===== src/rtl/fetch_sequencer.sv =====
// Instruction-fetch controller: owns the PC, drives the combinational imem, and
// hands registered words to decode over valid/ready. Optional macro: PC_ALIGN_CHECK_EN.
module fetch_sequencer #(
  parameter logic [31:0] RESET_PC  = 32'h0,
  parameter int          MEM_WORDS = 64
) (
  input  logic        clk,
  input  logic        rst_n,
  output logic [31:0] imem_addr,
  input  logic [31:0] imem_word,
  output logic [31:0] instr,
  output logic [31:0] instr_pc,
  output logic        instr_valid,
  input  logic        instr_ready,
  input  logic        redirect_valid,
  input  logic [31:0] redirect_target,
  input  logic        halt_req,
  output logic        halted,
  output logic        fetch_fault
);

  localparam logic [31:0] PC_SPAN = 32'(MEM_WORDS * 4);

  typedef enum logic [1:0] {BOOT, RUN, STALL, HALT} state_t;

  typedef struct packed {
    logic [31:0] word;
    logic [31:0] pc;
  } slot_t;

  state_t      state, state_nxt;
  slot_t       slot, slot_nxt;
  logic [31:0] pc, pc_nxt, pc_seq, tgt;
  logic        vld, vld_nxt;
  logic        accept, slot_free;
  logic        tgt_bad, fault;

  assign accept    = vld & instr_ready;
  assign slot_free = ~vld | instr_ready;
  // pc is always aligned and below PC_SPAN, so pc+4 cannot overflow 32 bits
  assign pc_seq    = (pc + 32'd4 >= PC_SPAN) ? 32'd0 : pc + 32'd4;
  assign tgt       = (redirect_target & ~32'h3) % PC_SPAN;

`ifdef PC_ALIGN_CHECK_EN
  logic fault_nxt;
  assign tgt_bad = |redirect_target[1:0];

  always_ff @(posedge clk or negedge rst_n) begin
    if (!rst_n) fault <= 1'b0;
    else        fault <= fault_nxt;
  end
`else
  assign tgt_bad = 1'b0;
  assign fault   = 1'b0;
`endif

  always_ff @(posedge clk or negedge rst_n) begin
    if (!rst_n) begin
      state <= BOOT;
      pc    <= RESET_PC;
      slot  <= '0;
      vld   <= 1'b0;
    end else begin
      state <= state_nxt;
      pc    <= pc_nxt;
      slot  <= slot_nxt;
      vld   <= vld_nxt;
    end
  end

  always_comb begin
    state_nxt = state;
    pc_nxt    = pc;
    slot_nxt  = slot;
    vld_nxt   = vld;
`ifdef PC_ALIGN_CHECK_EN
    fault_nxt = fault;
`endif
    // an accept always frees the slot; a capture below refills it
    if (accept) vld_nxt = 1'b0;
    case (state)
      BOOT: state_nxt = halt_req ? HALT : RUN;
      default: begin
        if (fault) begin
          state_nxt = HALT;
        end else if (redirect_valid) begin
          vld_nxt = 1'b0;
          if (tgt_bad) begin
`ifdef PC_ALIGN_CHECK_EN
            fault_nxt = 1'b1;
`endif
            state_nxt = HALT;
          end else begin
            pc_nxt    = tgt;
            state_nxt = halt_req ? HALT : RUN;
          end
        end else if (halt_req) begin
          state_nxt = HALT;
        end else if (state == HALT) begin
          state_nxt = RUN;
        end else if (slot_free) begin
          slot_nxt.word = imem_word;
          slot_nxt.pc   = pc;
          vld_nxt       = 1'b1;
          pc_nxt        = pc_seq;
          state_nxt     = RUN;
        end else begin
          state_nxt = STALL;
        end
      end
    endcase
  end

  assign imem_addr   = pc;
  assign instr       = slot.word;
  assign instr_pc    = slot.pc;
  assign instr_valid = vld;
  assign halted      = (state == HALT);
  assign fetch_fault = fault;

endmodule


===== config.mk =====
export PLATFORM = sky130hd
export DESIGN_NAME = fetch_sequencer
export DESIGN_NICKNAME = d
export VERILOG_FILES = /design/src/rtl/fetch_sequencer.sv
export SDC_FILE = /design/constraint.sdc
export NUM_CORES = 1
export LEC_CHECK = 0
export ABC_AREA = 1
export BUFFER_PORTS_ARGS = -buffer_cell sky130_fd_sc_hd__buf_2
export CAP_MARGIN = 30
export CORE_MARGIN = 1
export CORE_UTILIZATION = 50
export CTS_CLUSTER_DIAMETER = 80
export DETAILED_ROUTE_END_ITERATION = 8
export PLACE_DENSITY = 0.86
export SETUP_SLACK_MARGIN = 0.1
export SLEW_MARGIN = 20
export SYNTH_ARGS = -nofsm -noshare
export SYNTH_HDL_FRONTEND = slang
export SYNTH_SLANG_ARGS = --single-unit

===== constraint.sdc =====
create_clock -name clk -period 2.1 [get_ports clk]
set_input_delay 0.315 -clock clk [delete_from_list [all_inputs] [get_ports clk]]
set_output_delay 0.315 -clock clk [all_outputs]
set_load 0.01 [all_outputs]

==> impl_metrics.csv <==
group,metric,value,unit
run_status,run_status,"completed",
worst_hold_path,capture_endpoint_of_the_worst_hold_path,"instr[30]$_DFFE_PN0P_",
final_layout,layout_cell_share_with_drive_strength_beyond_1,0.402,
setup_path,cp.arrival,2.33,ns
power_and_ir_drop,power.internal,2.84,mW
setup_path,rr_worst_depth,11,
setup_path,worst-endpoint-required,2.39,ns
yosys,yosys_warnings,0,
yosys,synth_area,4670,um^2
setup_path,worst_path_dominant_cell_family,"simple AND/OR/NAND/NOR gates",
sta,slew_violations,0,
final_layout,final_net_count,751,
floorplan,fp_rows,34,
placed_design,routability_cong,0.876,
placed_design,place.detailed.hpwl,8010,um
power_and_ir_drop,sw_frac_of_total,0.302,
setup_path,criticalPathCategory,"flop to flop",
yosys,synth_xor_area_frac,0.0169,
floorplan,io-pin-count,168,
yosys,synth_top_family_by_area,"simple AND/OR/NAND/NOR gates",
final_layout,leading_cell_type_in_the_layout_fill_and_taps_excluded,"buf_2",
sta,rsz_0062_raised_after_global_routing,"yes",
power_and_ir_drop,cellLeakagePower,3.25,nW
worst_hold_path,hold_path_depth,2,
power_and_ir_drop,power,4.07,mW
yosys,synth_cell_type_count,26,
yosys,synth-compound-area-share,0.0520,
cts,cts_max_path_buffers,2,
power_and_ir_drop,net-switching-power,1.23,mW
sta,timing.slew.headroom,0.661,
floorplan,dieArea,9730,um^2
yosys,syn-instance-count,523,
sta,finalCritPeriodShare,0.975,
final_layout,most-common-layout-cells,"buf_2 (135), nand2_1 (132), dfrtp_1 (83)",
yosys,synthesized_area_fraction_occupied_by_and_or_nand_nor_cells,0.245,
cts,cts_root_buf,"clkbuf_8",
yosys,synthAdderAreaFrac,0.00803,
routing,dr_total_vias,4015,
yosys,ys_seq_elements,95,
routing,route.detailed.vias_per_inst,5.07,
global_routing,grt_max_degree,59,
cts,tritoncts,"yes",
floorplan,dieWidth,98.7,um
yosys,sequential_share_of_the_synthesized_area,0.509,
power_and_ir_drop,power_density,685,nW/um^2
job,max_cap_violations,0,
cts,cts.reportedPaths.clkPinSlew,0.11,ns
power_and_ir_drop,p_seq_frac,0.521,
setup_path,crit_slowest_cell,"dfrtp_1",
sta,whs,0.165,ns
cts,worst_skew_pair.late_latency,0.37,ns
worst_hold_path,holdCritPathClass,"primary input to flop",
floorplan,core,8890,um^2
global_routing,grt_first_pass_wirelength,18400,um
global_routing,grt.overflow.total,0,
setup_path,cp-start-kind,"flop",
sta,final-setup-viol-count,0,
cts,cts_h_tree_depth,3,
final_layout,flow.area_growth_from_synthesis,27.0,%
routing,route.antenna.remaining_nets,0,
routing,wl,11100,um
sta,tightestPinTransition,0.508,ns
routing,detail_route.drc_violations,0,
global_routing,grt_antenna_before_repair,0,
yosys,syn-mean-instance-area,8.93,um^2
global_routing,first_global_vias,3924,
power_and_ir_drop,share_comb_of_total_power,0.195,
setup_path,critPathMaxFanout,6,
cts,cts_num_sinks,95,
setup_path,regToRegStartpoint,"imem_addr[3]$_DFFE_PN0P_",
cts,tritoncts_buffers,9,
sta,finalCriticalPeriod,2.05,ns
routing,drtIter0Drc,324,
sta,achievable-frequency,489,MHz
power_and_ir_drop,peakVddDrop,0.447,mV
setup_path,rr_endpoint,"imem_addr[5]$_DFFE_PN0P_",
yosys,synth_mux_area_frac,0.0892,
sta,hold_viol,0,
sta,clock_skews,0.0170,ns
worst_hold_path,hold_start,"imem_word[30]",
setup_path,worstSetupEndpointType,"flop",
setup_path,critical_path_buf_inv_count,3,
final_layout,n_antenna_cell,0,
setup_path,register_to_register_path_setup_slack,0.05,ns
setup_path,critical_path.cell_chain,"buf_6 -> ha_4 -> nand3_4 -> inv_4 -> nand2_8 -> buf_4 -> xor2_1 -> nand4_1 -> nor2_4 -> nand4_1 -> a21oi_2",
routing,drt_pre_antenna_iters,5,
power_and_ir_drop,clockPowerShare,0.284,
global_routing,grt_use_total,0.240,
setup_path,critPathMostFrequentCell,"nand4_1",
floorplan,start_util,0.525,
setup_path,slowest_delay,0.40,ns
floorplan,floorplan_die_height,98.7,um
placed_design,place.port_buffers,136,
routing,route.detailed.wl_per_inst,14.1,um
[power groups by stage]
stage	Sequential, mW	Clock, mW	Combinational [mW]
after floorplan	2.23	0	0.315
after global placement	2.14	0	0.716
after detailed placement	2.15	0	0.741
after CTS	2.12	1.18	0.783
after global routing	2.14	1.25	0.868
final	2.12	1.16	0.793
[layout make-up]
cell class / count / area, um^2
Timing Repair Buffer: 158 / 917
Inverter: 74 / 280
Fill cell: 708 / 2960
Tap cell: 108 / 135
Clock inverter: 7 / 62.6
Sequential cell: 95 / 2390
Clock buffer: 9 / 124
Multi-Input combinational cell: 341 / 2020
[worst max path at each step]
stage                                    from                        to  slack (ns)  depth (start not counted)
global placement     imem_addr[3]$_DFFE_PN0P_  imem_addr[7]$_DFFE_PN0P_        0.15                         13
floorplan            imem_addr[3]$_DFFE_PN0P_  imem_addr[2]$_DFFE_PN0P_        0.33                         13
CTS                  imem_addr[2]$_DFFE_PN0P_  imem_addr[3]$_DFFE_PN0P_        0.09                         13
global route        imem_addr[22]$_DFFE_PN0P_  imem_addr[5]$_DFFE_PN0P_       -0.08                         12
detailed placement   imem_addr[3]$_DFFE_PN0P_  imem_addr[5]$_DFFE_PN0P_        0.05                         13
finish               imem_addr[3]$_DFFE_PN0P_  imem_addr[5]$_DFFE_PN0P_        0.05                         11
[what timing repair did]
action | CTS | global route
resized for setup | 18 | 11
hold endpoints to repair | 38 | 0
buffers inserted | 9 | 6
hold buffers | 1 | 0
endpoints found under the setup margin | 6 | 6
pin swaps | 11 | 4
cloned | 1 | 0
[metal layers]
layer,vias up,share of wire,global-route usage
met4,0,0.024,0.101
met1,1892,0.42,0.305
li1,1935,-,-
met5,-,0,0
met2,164,0.50,0.410
met3,24,0.054,0.0369
[flip-flops by register name, indices dropped and copies added, names as in the netlist]
signal	count
instr	32
imem_addr	30
instr_pc	30
state	2
instr_valid	1
[stage by stage]
stage / area (um^2) / cells / utilization / setup TNS [ns] / setup WS, ns
CTS: 5850 / 786 / 0.658 / 0 / 0.0888
global route: 5940 / 792 / 0.668 / -0.282 / -0.0813
floorplan: 4690 / 527 / - / 0 / 0.334
global placement: 5510 / 759 / 0.619 / 0 / 0.149
detailed placement: 5510 / 759 / 0.619 / 0 / 0.0506
finish: 5940 / 792 / 0.668 / 0 / 0.0533
[worst register-to-register path, stage by stage (launching register included)]
cell and delay, ns:
dfrtp_1 0.40, buf_6 0.13, ha_4 0.16, nand3_4 0.11, inv_4 0.06, nand2_8 0.08
buf_4 0.12, xor2_1 0.19, nand4_1 0.18, nor2_4 0.23, nand4_1 0.16, a21oi_2 0.17
[Yosys cell counts (all sizes together)]
cell type | number | area (um^2)
o21ai | 30 | 150
and2 | 1 | 6.26
nand4 | 12 | 75.1
nand3 | 20 | 105
inv | 73 | 274
nand2 | 148 | 613
clkinv | 1 | 3.75
conb | 1 | 3.75
a21oi | 16 | 80.1
buf | 8 | 56.3
ha | 3 | 37.5
clkbuf | 10 | 37.5
dfrtp | 95 | 2380
a31oi | 1 | 12.5
mux2 | 37 | 417
xor2 | 9 | 78.8
nor2 | 58 | 344
[logic make-up (layout without fill, tap and decap cells)]
| kind of cell | count (synthesis) | in the layout |
|---|---|---|
| other | 1 | 5 |
| adders and majority gates | 3 | 3 |
| buffers and inverters | 92 | 248 |
| AOI/OAI and AO/OA | 47 | 47 |
| DFF | 95 | 95 |
| xor gates and xnor gates | 9 | 9 |
| muxes | 37 | 37 |
| and+or+nand+nor | 239 | 240 |
No activity file was read; power rests on OpenSTA's default activity.
